$ cat config.mk
export PLATFORM = sky130hd
export DESIGN_NAME = des_out_serializer
export DESIGN_NICKNAME = d
export VERILOG_FILES = /design/src/rtl/des_out_serializer.sv
export SDC_FILE = /design/constraint.sdc
export NUM_CORES = 1
export LEC_CHECK = 0
export CORE_MARGIN = 5
export CORE_UTILIZATION = 40
export CTS_BUF_LIST = sky130_fd_sc_hd__clkbuf_8
export CTS_CLUSTER_DIAMETER = 200
export CTS_CLUSTER_SIZE = 16
export DETAILED_ROUTE_END_ITERATION = 6
export PLACE_DENSITY = 0.58
export SKIP_LAST_GASP = 1
export SLEW_MARGIN = 20
export SYNTH_ARGS = -nofsm -noshare
export SYNTH_HDL_FRONTEND = slang
export SYNTH_SLANG_ARGS = --single-unit
$ cat constraint.sdc
create_clock -name clk -period 3.8 [get_ports clk]
set_input_delay 0.76 -clock clk [delete_from_list [all_inputs] [get_ports clk]]
set_output_delay 0.76 -clock clk [all_outputs]
set_load 0.05 [all_outputs]
$ cat src/rtl/des_out_serializer.sv
`default_nettype none
// ============================================================================
// Module   : des_out_serializer
// Brief    : Buffers 64-bit DES results in a small FIFO and streams each word
//            out MSB-first as OUT_WIDTH-bit beats over valid/ready.
// Revision : 1.0
// ============================================================================
module des_out_serializer #(
    parameter int DATA_WIDTH = 64,
    parameter int OUT_WIDTH  = 8,
    parameter int DEPTH_LOG2 = 2
) (
    input  logic                  clk,
    input  logic                  rst_n,
    input  logic [DATA_WIDTH-1:0] i_data,
    input  logic                  i_valid,
    input  logic                  i_beat_ready,
    input  logic                  i_clr_overflow,
    output logic [OUT_WIDTH-1:0]  o_beat,
    output logic                  o_beat_valid,
    output logic                  o_last,
    output logic [DEPTH_LOG2:0]   o_fifo_count,
    output logic                  o_overflow,
    output logic                  o_busy
);

    localparam int c_N      = DATA_WIDTH / OUT_WIDTH;
    localparam int c_DEPTH  = 1 << DEPTH_LOG2;
    localparam int c_BEAT_W = (c_N > 1) ? $clog2(c_N) : 1;
    localparam logic [c_BEAT_W-1:0] c_LAST_BEAT = c_BEAT_W'(c_N - 1);
    localparam logic [DEPTH_LOG2:0] c_FULL      = (DEPTH_LOG2 + 1)'(c_DEPTH);

    typedef enum logic [0:0] {
        S_IDLE = 1'b0,
        S_SEND = 1'b1
    } state_t;

    state_t                  r_state;
    state_t                  w_state_nxt;
    logic [DATA_WIDTH-1:0]   r_mem [c_DEPTH];
    logic [DEPTH_LOG2-1:0]   r_wr_ptr;
    logic [DEPTH_LOG2-1:0]   r_rd_ptr;
    logic [DEPTH_LOG2:0]     r_count;
    logic [DATA_WIDTH-1:0]   r_shift;
    logic [c_BEAT_W-1:0]     r_beat;
    logic                    r_overflow;

    logic w_pop;
    logic w_push;
    logic w_drop;
    logic w_send;
    logic w_accept;
    logic w_last_beat;
    logic w_fifo_nonempty;

    assign w_fifo_nonempty = (r_count != '0);
    assign w_last_beat     = (r_beat == c_LAST_BEAT);
    assign w_accept        = w_send & i_beat_ready;
    // A pop in the same cycle frees a slot, so a full FIFO can still accept.
    assign w_push          = i_valid & ((r_count != c_FULL) | w_pop);
    assign w_drop          = i_valid & ~w_push;

    always_ff @(posedge clk or negedge rst_n) begin
        if (!rst_n) begin
            r_state <= S_IDLE;
        end else begin
            r_state <= w_state_nxt;
        end
    end

    always_comb begin
        w_state_nxt = r_state;
        w_pop       = 1'b0;
        w_send      = 1'b0;
        case (r_state)
            S_IDLE: begin
                if (w_fifo_nonempty) begin
                    w_pop       = 1'b1;
                    w_state_nxt = S_SEND;
                end
            end
            S_SEND: begin
                w_send = 1'b1;
                if (i_beat_ready && w_last_beat) begin
                    if (w_fifo_nonempty) begin
                        w_pop = 1'b1;
                    end else begin
                        w_state_nxt = S_IDLE;
                    end
                end
            end
            default: w_state_nxt = S_IDLE;
        endcase
    end

    always_ff @(posedge clk) begin
        if (w_push) begin
            r_mem[r_wr_ptr] <= i_data;
        end
    end

    always_ff @(posedge clk or negedge rst_n) begin
        if (!rst_n) begin
            r_wr_ptr   <= '0;
            r_rd_ptr   <= '0;
            r_count    <= '0;
            r_shift    <= '0;
            r_beat     <= '0;
            r_overflow <= 1'b0;
        end else begin
            if (w_push) begin
                r_wr_ptr <= r_wr_ptr + 1'b1;
            end
            if (w_pop) begin
                r_rd_ptr <= r_rd_ptr + 1'b1;
            end
            case ({w_push, w_pop})
                2'b10:   r_count <= r_count + 1'b1;
                2'b01:   r_count <= r_count - 1'b1;
                default: r_count <= r_count;
            endcase

            if (w_pop) begin
                r_shift <= r_mem[r_rd_ptr];
                r_beat  <= '0;
            end else if (w_accept && !w_last_beat) begin
                r_shift <= r_shift << OUT_WIDTH;
                r_beat  <= r_beat + 1'b1;
            end

            // Drop wins over clear so a loss in the clearing cycle is never hidden.
            if (w_drop) begin
                r_overflow <= 1'b1;
            end else if (i_clr_overflow) begin
                r_overflow <= 1'b0;
            end
        end
    end

    assign o_beat_valid = w_send;
    assign o_beat       = w_send ? r_shift[DATA_WIDTH-1 -: OUT_WIDTH] : '0;
    assign o_last       = w_send & w_last_beat;
    assign o_fifo_count = r_count;
    assign o_overflow   = r_overflow;
    assign o_busy       = w_send | w_fifo_nonempty;

endmodule
`default_nettype wire

Word level (Yosys, flattened, before mapping)

Memories as Yosys holds them, arrays and structs flattened.
Cells that the tools add are included.

Output and inout port bits: 15
Bits of input ports: 69
Memories kept: 1
Register bits: 76
Bits in writable memories: 256
Logic and storage cells: 48
Bits in latches: 0
Memory bits (read-only): 0

Memories:

| name  | depth | width | read ports | clocked after Yosys merged registers in | write ports | line | RTL |
|---|---|---|---|---|---|---|---|
| r_mem | 4     | 64    | 1          | 0                                       | 1           | 40   | `logic [DATA_WIDTH-1:0] r_mem [c_DEPTH];` |

Eq/ne operators: 4
Magnitude comparators: 0
Div/mod/pow operators: 0
Reductions and logical operators: 7
Add/subtract/negate cells: 5
Bitwise operators: 8
Multipliers: 0
Multiplexer cells: 16
Shifts and indexed selects: 0

Operators with widths:

| kind                                                 | count |
|---|---|
| 2-to-1 mux 64 bit                                    | 2 |
| 2-to-1 mux 1 bit                                     | 8 |
| 2-to-1 mux 8 bit                                     | 1 |
| adder 3 x 1 -> 3 bit (second input constant)         | 2 |
| 2-to-1 mux 3 bit                                     | 2 |
| case mux 3 bit (2 select lines)                      | 1 |
| nonzero test 2 bit                                   | 3 |
| adder 2 x 1 -> 2 bit (second input constant)         | 2 |
| AND 1 bit                                            | 4 |
| case mux 1 bit (2 select lines)                      | 2 |
| equality test 3 bit (second input constant)          | 1 |
| inequality test 3 bit (second input constant)        | 1 |
| nonzero test 3 bit                                   | 1 |
| subtractor 3 x 1 -> 3 bit (second input constant)    | 1 |
| equality test 2 x 1 -> 1 bit (second input constant) | 1 |
| equality test 2 bit (second input constant)          | 1 |
| logical AND 1 bit                                    | 2 |
| inverter 1 bit                                       | 2 |
| bitwise OR 1 bit                                     | 2 |
| zero test 1 bit                                      | 1 |

Logic depth before layout (Yosys ltp)

Gate-level depths: netlist of run 1.

Word-level depth: 9
Mapped depth: 12
Mapped depth without buffers: 10

Least setup slack after synthesis of run 1

Ideal clock, no wire load.

Path type: register to register
Start: register r_count[0] (netlist: o_fifo_count[0])
End: memory r_mem[0][0], enable pin
Cell stages (with the launch flop): 4
Arrival time: 2,809 ps
Library setup time: 429 ps
Period minus slack after synthesis: 3,238 ps
Slack: 562 ps
Path buffers: 0
Data required time: 3,371 ps
Cell sequence: dfrtp_1 -> nor2_1 -> a31oi_1 -> and2_1

Longest elaborated chain between the ends: 8
Elaborated cells on any way between the ends: 9
Classes of those cells: 1 x eq/ne; 5 x mux; 2 x bitwise; 1 x reduce/logical

Ends and longest elaborated chain:

| element                                    | line   | RTL |
|---|---|---|
| from (decl)                                | 43     | `logic [DEPTH_LOG2:0] r_count;` |
| from (signal assigned)                     | 118    | `2'b10: r_count <= r_count + 1'b1;` |
| from (signal assigned)                     | 119    | `2'b01: r_count <= r_count - 1'b1;` |
| from (signal assigned)                     | 120    | `default: r_count <= r_count;` |
| nonzero test 3 bit                         | 56     | `assign w_fifo_nonempty = (r_count != '0);` |
| 2-to-1 mux 1 bit                           | 77, 85 |  |
| 2-to-1 mux 1 bit                           | 84     | `if (i_beat_ready && w_last_beat) begin` |
| case mux 1 bit (2 select lines)            | 75     | `case (r_state)` |
| bitwise OR 1 bit (*)                       | 60     | `assign w_push = i_valid & ((r_count != c_FULL) \| w_pop);` |
| AND 1 bit (*)                              | 60     |  |
| 2-to-1 mux 1 bit (*)                       | 97     | `if (w_push) begin` |
| 2-to-1 mux 1 bit (not written as such) (*) | 98     | `r_mem[r_wr_ptr] <= i_data;` |
| to (decl)                                  | 40     |  |

Every way passes the cells marked *; elsewhere a longest branch is shown, timed or not.

Worst setup path after layout of run 1

Start: register r_count[2] (netlist: o_fifo_count[2])
End: output port o_busy

Longest elaborated chain between the ends: 2

Ends and longest elaborated chain:

| element            | line | RTL |
|---|---|---|
| nonzero test 3 bit | 56   |  |
| bitwise OR 1 bit   | 145  | `assign o_busy = w_send \| w_fifo_nonempty;` |
| to (decl)          | 24   | `output logic o_busy` |

Every way passes these cells.

==> results of run 1 <==
[cells by family after synthesis]
logic type	after synthesis
XOR/XNOR	5
AND/OR/NAND/NOR	108
flip-flops	332
buffers and inverters	42
adder cells (fa/ha/maj)	7
multiplexers	122
AO/OA/AOI/OAI	76
[cells in the mapped netlist, drive strengths merged (2+ instances only)]
| master | number |
|---|---|
| buf | 27 |
| o21ai | 68 |
| xnor2 | 2 |
| edfxtp | 256 |
| nor2 | 10 |
| ha | 6 |
| dfrtp | 76 |
| and2 | 13 |
| xor2 | 3 |
| nor3 | 2 |
| mux4 | 64 |
| clkbuf | 9 |
| mux2i | 58 |
| inv | 6 |
| nand2 | 77 |
[placed cells by master (no fill, tap or decap), drive strengths merged, types with 2 or more instances in the layout]
cell type / instances
xor2: 3
edfxtp: 256
clkbuf: 25
nor2: 10
nand2: 77
ha: 6
nor3: 2
inv: 24
xnor2: 2
dfrtp: 76
o21ai: 68
mux4: 64
mux2i: 58
clkdlybuf4s50: 82
buf: 18
and2: 13
[per-layer routing]
metal  vias to the layer above  GRT usage
met4                         2     0.0259
met5                         -          0
met1                      3261      0.204
li1                       2854          -
met2                       133      0.238
met3                        30     0.0246
[worst max-delay path, stage by stage (launching register included)]
cell	delay (ns)
dfrtp_1	0.47
nor3_1	0.47
or2b_1	0.27
clkdlybuf4s50_1	0.70
[state kept, by name, indices dropped and copies added (netlist names)]
name          count
r_rd_ptr          2
o_overflow        1
r_beat            3
o_fifo_count      3
r_shift          64
r_state           1
r_wr_ptr          2
r_mem           256
[power by group]
| part | switching [mW] | total, mW | leakage, nW | internal, mW |
|---|---|---|---|---|
| clock | 1.06 | 1.75 | 0.290 | 0.683 |
| sequential | 0.483 | 5.28 | 3.34 | 4.80 |
| combinational | 1.54 | 2.91 | 1.56 | 1.36 |
| total | 3.09 | 9.94 | 5.19 | 6.85 |
[metrics by stage]
stage | setup slack, ns | utilization | instance area, µm² | hold slack (ns)
6_report | 0.563 | 0.464 | 14700 | 0.204
5_1_grt | 0.433 | 0.464 | 14700 | 0.246
4_1_cts | 0.521 | 0.463 | 14700 | 0.358
3_5_place_dp | 0.555 | 0.450 | 14300 | 0.525
3_3_place_gp | 0.663 | 0.450 | 14300 | 0.507
2_1_floorplan | 0.562 | - | 12900 | 0.464
[how the worst max path moves through the flow]
stage / from / endpoint / slack, ns
6_report: o_fifo_count[2]$_DFFE_PN0P_ / o_busy / 0.56
5_1_grt: o_fifo_count[2]$_DFFE_PN0P_ / o_busy / 0.43
4_1_cts: o_fifo_count[0]$_DFFE_PN0P_ / o_busy / 0.52
3_5_place_dp: i_valid / r_mem[0][6]$_DFFE_PP_ / 0.56
3_3_place_gp: i_valid / r_mem[0][7]$_DFFE_PP_ / 0.66
2_1_floorplan: o_fifo_count[0]$_DFFE_PN0P_ / r_mem[0][0]$_DFFE_PP_ / 0.56
[area by class of cell]
| type | count | area [µm²] |
|---|---|---|
| Multi-Input combinational cell | 318 | 3060 |
| Clock buffer | 25 | 344 |
| Clock inverter | 19 | 97.6 |
| Inverter | 6 | 22.5 |
| Tap cell | 402 | 503 |
| Sequential cell | 332 | 9590 |
| Fill cell | 2676 | 17000 |
| Timing Repair Buffer | 100 | 1080 |
==> impl_metrics.tcl, run 1 <==
set metrics [dict create \
    status "finished clean" \
    yosysSeqAreaShare 0.742 \
    cp-end-kind "output port" \
    cts_htree_levels 1 \
    io-pin-count 84 \
    async_flop_share 0.229 \
    clock_latency_ns 0.56 \
    met1_length_mm 11.4 \
    synthFlopType "edfxtp_1" \
    synth_compound_area_frac 0.0326 \
    grt_pass1_wl_mm 40.6 \
    drive_gt1_frac 0.149 \
    ant_nets 0 \
    crit_type "flip-flop to output port" \
    yosys.area.top_type "edfxtp_1" \
    synthMuxAreaShare 0.157 \
    ir_drop_mv 0.277 \
    ys_warn_count 0 \
    p_leak_nw 5.19 \
    wl_met2_mm 12.5 \
    ctsHoldBuffers 0 \
    synth_top_family_by_area "multiplexers" \
    grt_util_all_layers 0.143 \
    routed_wl_mm 25.4 \
    tns_ns 0 \
    worstReg2RegEnd "r_mem[0][6]$_DFFE_PP_" \
    routed_via_density 5.22 \
    fin_skew_ns 0.0240 \
    clk_pin_slew_ns 0.10 \
    synth.top_cell.area_share 0.595 \
    antenna_found_initial 1 \
    grt_max_degree 134 \
    synth-edff-count 256 \
    area_growth_syn_to_layout_pct 13.8 \
    drv_slew 0 \
    synthAdderAreaFrac 0.00736 \
    rr_startpoint "r_beat[0]$_DFFE_PN0P_" \
    setup_viol 0 \
    rows 65 \
    cts_buffers 24 \
    reg2reg_depth 6 \
    rsz0062_at_grt "false" \
    nNetsFinal 858 \
    core_area_um2 31700 \
    netlist_area_um2 12900 \
    yosys.cell_types.count 34 \
    vias 6280 \
    synthSimpleGateAreaFrac 0.0359 \
    timing_worst_slew_pin_value_ns 0.820 \
    postCtsResizedCells 0 \
    netlist_instances 692 \
    firstDrtPassIters 5 \
    drt_iter0_markers 274 \
    antennaDiodeCount 0 \
    die_h_um 190 \
    first_global_vias 6849 \
    cp.arrival_ns 2.48 \
    cp_max_fo 7 \
    gp_congestion 0.726 \
    root_buffer "clkbuf_8" \
    portBuffers 83 \
    hold_class "input port to async pin" \
    drv_cap 0 \
    syn_nets 768 \
    cts_tree "built" \
    clkSinkCount 332 \
    drt-wirelength-per-cell_um 21.1 \
    cts_setup_buffers 0 \
    clockBufferDepth 3 \
    synth_xor_xnor_area_share 0.00339 \
    die-area_um2 36000 \
    critPathRequiredTime_ns 3.04 \
    met3WireLength_mm 1.20 \
    post-route-period-util 0.852 \
    power.density_nw_per_um2 676 \
    power.total_mw 9.94 \
    drc 0 \
    ys_ff_latch 332 \
    fmax_mhz 309 \
    initial_core_util 0.407 \
    syn_avg_cell_area_um2 18.7 \
    dp_hpwl_mm 16.3 \
    maxSlewHeadroom 0.454 \
    die_w_um 190 \
    startpoint_type "flip-flop" \
    grt.overflow.total 0 \
    hold_violations 0 \
    layout.cells.non_filler 1202 \
    synth_area_leaders "edfxtp_1 60%, dfrtp_1 15%, mux4_2 11%, mux2i_1 4.5%, nand2_1 2.2%" \
    layout_min_cycle_time_ns 3.24 \
    dp.cells 1158 \
    r2r_setup_slack_ns 1.12 \
    maxUsedRoutingLayer "met5" \
]
Power figures use the tool's default switching activity.
==> inputs of run 2 (changes only) <==
--- a/config.mk
+++ b/config.mk
@@ -5,9 +5,8 @@
 export SDC_FILE = /design/constraint.sdc
 export NUM_CORES = 1
 export LEC_CHECK = 0
-export CORE_MARGIN = 5
+export CORE_MARGIN = 3
 export CORE_UTILIZATION = 40
-export CTS_BUF_LIST = sky130_fd_sc_hd__clkbuf_8
 export CTS_CLUSTER_DIAMETER = 200
 export CTS_CLUSTER_SIZE = 16
 export DETAILED_ROUTE_END_ITERATION = 6
==> impl_metrics.tcl, run 2 (synthesis gave the netlist of run 1 again) <==
set metrics [dict create \
    status "finished clean" \
    clkPwrFrac 0.227 \
    grt_max_degree 134 \
    root_buffer "clkbuf_16" \
    cp_max_fo 7 \
    power.density_nw_per_um2 709 \
    final_area_um2 14900 \
    first_global_vias 6658 \
    cts_buffers 24 \
    core_area_um2 31700 \
    postCtsResizedCells 0 \
    regMostFlops "r_mem" \
    ctsHoldBuffers 0 \
    timing_worst_slew_pin_value_ns 0.750 \
    drive_gt1_frac 0.146 \
    ant_nets 0 \
    drt_iter0_markers 485 \
    top_regs "r_mem (256), r_shift (64)" \
    path_delay_family "simple AND/OR/NAND/NOR gates" \
    die_w_um 186 \
    antenna_found_initial 0 \
    final_common_cell "edfxtp_1" \
    routed_wl_mm 24.9 \
    clkSinkCount 332 \
    area_growth_syn_to_layout_pct 15.7 \
    cts_setup_buffers 0 \
    largest_reg_flops 256 \
    initial_core_util 0.407 \
    final_cell_mix "256 x edfxtp_1, 82 x clkdlybuf4s50_1, 77 x nand2_1, 74 x dfrtp_1, 64 x mux4_2" \
    clock_latency_ns 0.52 \
    seqCellArea_um2 9590 \
    cp.arrival_ns 2.46 \
    fillers 2682 \
    hold_violations 0 \
    holdWs_ns 0.259 \
    drt-wirelength-per-cell_um 20.7 \
    portBuffers 83 \
    nNetsFinal 855 \
    drv_slew 0 \
    io-pin-count 84 \
    drv_cap 0 \
    vias 6294 \
    hold_class "input port to async pin" \
    fmax_mhz 311 \
    maxSlewHeadroom 0.500 \
    clockBufferDepth 3 \
    rsz0062_at_grt "false" \
    slowest_delay_ns 0.70 \
    ir_drop_mv 0.411 \
    pwr-share-comb 0.274 \
    critPathBufInv 1 \
    grt.overflow.total 0 \
    dp_hpwl_mm 15.2 \
    cts_htree_levels 1 \
    die_h_um 186 \
    grt_pass1_wl_mm 39.1 \
    p_int_mw 7.43 \
    critPathRequiredTime_ns 3.04 \
    tns_ns 0 \
    place_area_um2 14200 \
    clk_pin_slew_ns 0.07 \
    crit_type "flip-flop to output port" \
    cp_num_cells 3 \
    antennaDiodeCount 0 \
    p_leak_nw 5.22 \
    p_sw_frac 0.298 \
    post-route-period-util 0.847 \
    multi_input_area_um2 3060 \
    layout_min_cycle_time_ns 3.22 \
    startpoint_type "flip-flop" \
    reg2reg_depth 6 \
    p_sw_mw 3.16 \
    cts_tree "built" \
    die-area_um2 34500 \
    firstDrtPassIters 4 \
    grt_util_all_layers 0.147 \
    critPathSlowestCell "clkdlybuf4s50_1" \
    crit_chain "nor3_1 > or2b_1 > clkdlybuf4s50_1" \
    drc 0 \
    rows 65 \
    gp_congestion 0.717 \
    fin_skew_ns 0.00979 \
    routed_via_density 5.25 \
    p_seq_frac 0.499 \
    setup_viol 0 \
    cp-end-kind "output port" \
]
==> run 2: worst paths after layout <==
path	from	to	slack [ns]
max	o_fifo_count[2]$_DFFE_PN0P_	o_busy	0.58
min	rst_n	o_overflow$_DFFE_PN0P_	0.26
max reg2reg	r_beat[0]$_DFFE_PN0P_	r_mem[0][21]$_DFFE_PP_	1.28
min reg2reg	o_overflow$_DFFE_PN0P_	o_overflow$_DFFE_PN0P_	0.53
max in group asynchronous	rst_n	r_rd_ptr[0]$_DFFE_PN0P_	2.97
min in group clk	o_overflow$_DFFE_PN0P_	o_overflow$_DFFE_PN0P_	0.53
==> run 2: area by class of cell <==
| class | instances | share of cell area |
|---|---|---|
| tap | 402 | 0.0337 |
| clock buffer | 44 | 0.0481 |
| inverter | 6 | 0.00151 |
| sequential | 332 | 0.642 |
| multi-input combinational | 318 | 0.205 |
| timing repair buffer | 97 | 0.0699 |
==> run 2: power groups by stage <==
stage               Combinational (mW)  Clock (mW)  Sequential [mW]
detailed placement                2.97           0             5.38
CTS                               2.97        2.49             5.31
global placement                  2.91           0             5.33
floorplan                         2.20           0             5.17
finish                            2.91        2.40             5.28
global route                      3.17        2.63             5.38
==> run 2: routing by layer <==
| metal | vias to the layer above | global-route usage | part of all wire |
|---|---|---|---|
| met5 | - | 0 | 0 |
| met4 | 0 | 0.0271 | 0.016 |
| met3 | 31 | 0.0197 | 0.039 |
| met2 | 124 | 0.249 | 0.50 |
| met1 | 3284 | 0.208 | 0.45 |
| li1 | 2855 | - | - |
==> run 2: metrics by stage <==
stage	cells	power [mW]	util	setup slack, ns
final	1199	10.6	0.471	0.580
after global routing	1199	11.2	0.471	0.515
after CTS	1198	10.8	0.470	0.564
after detailed placement	1154	8.35	0.447	0.682
after global placement	1154	8.24	0.447	0.800
after floorplan	692	7.37	-	0.562
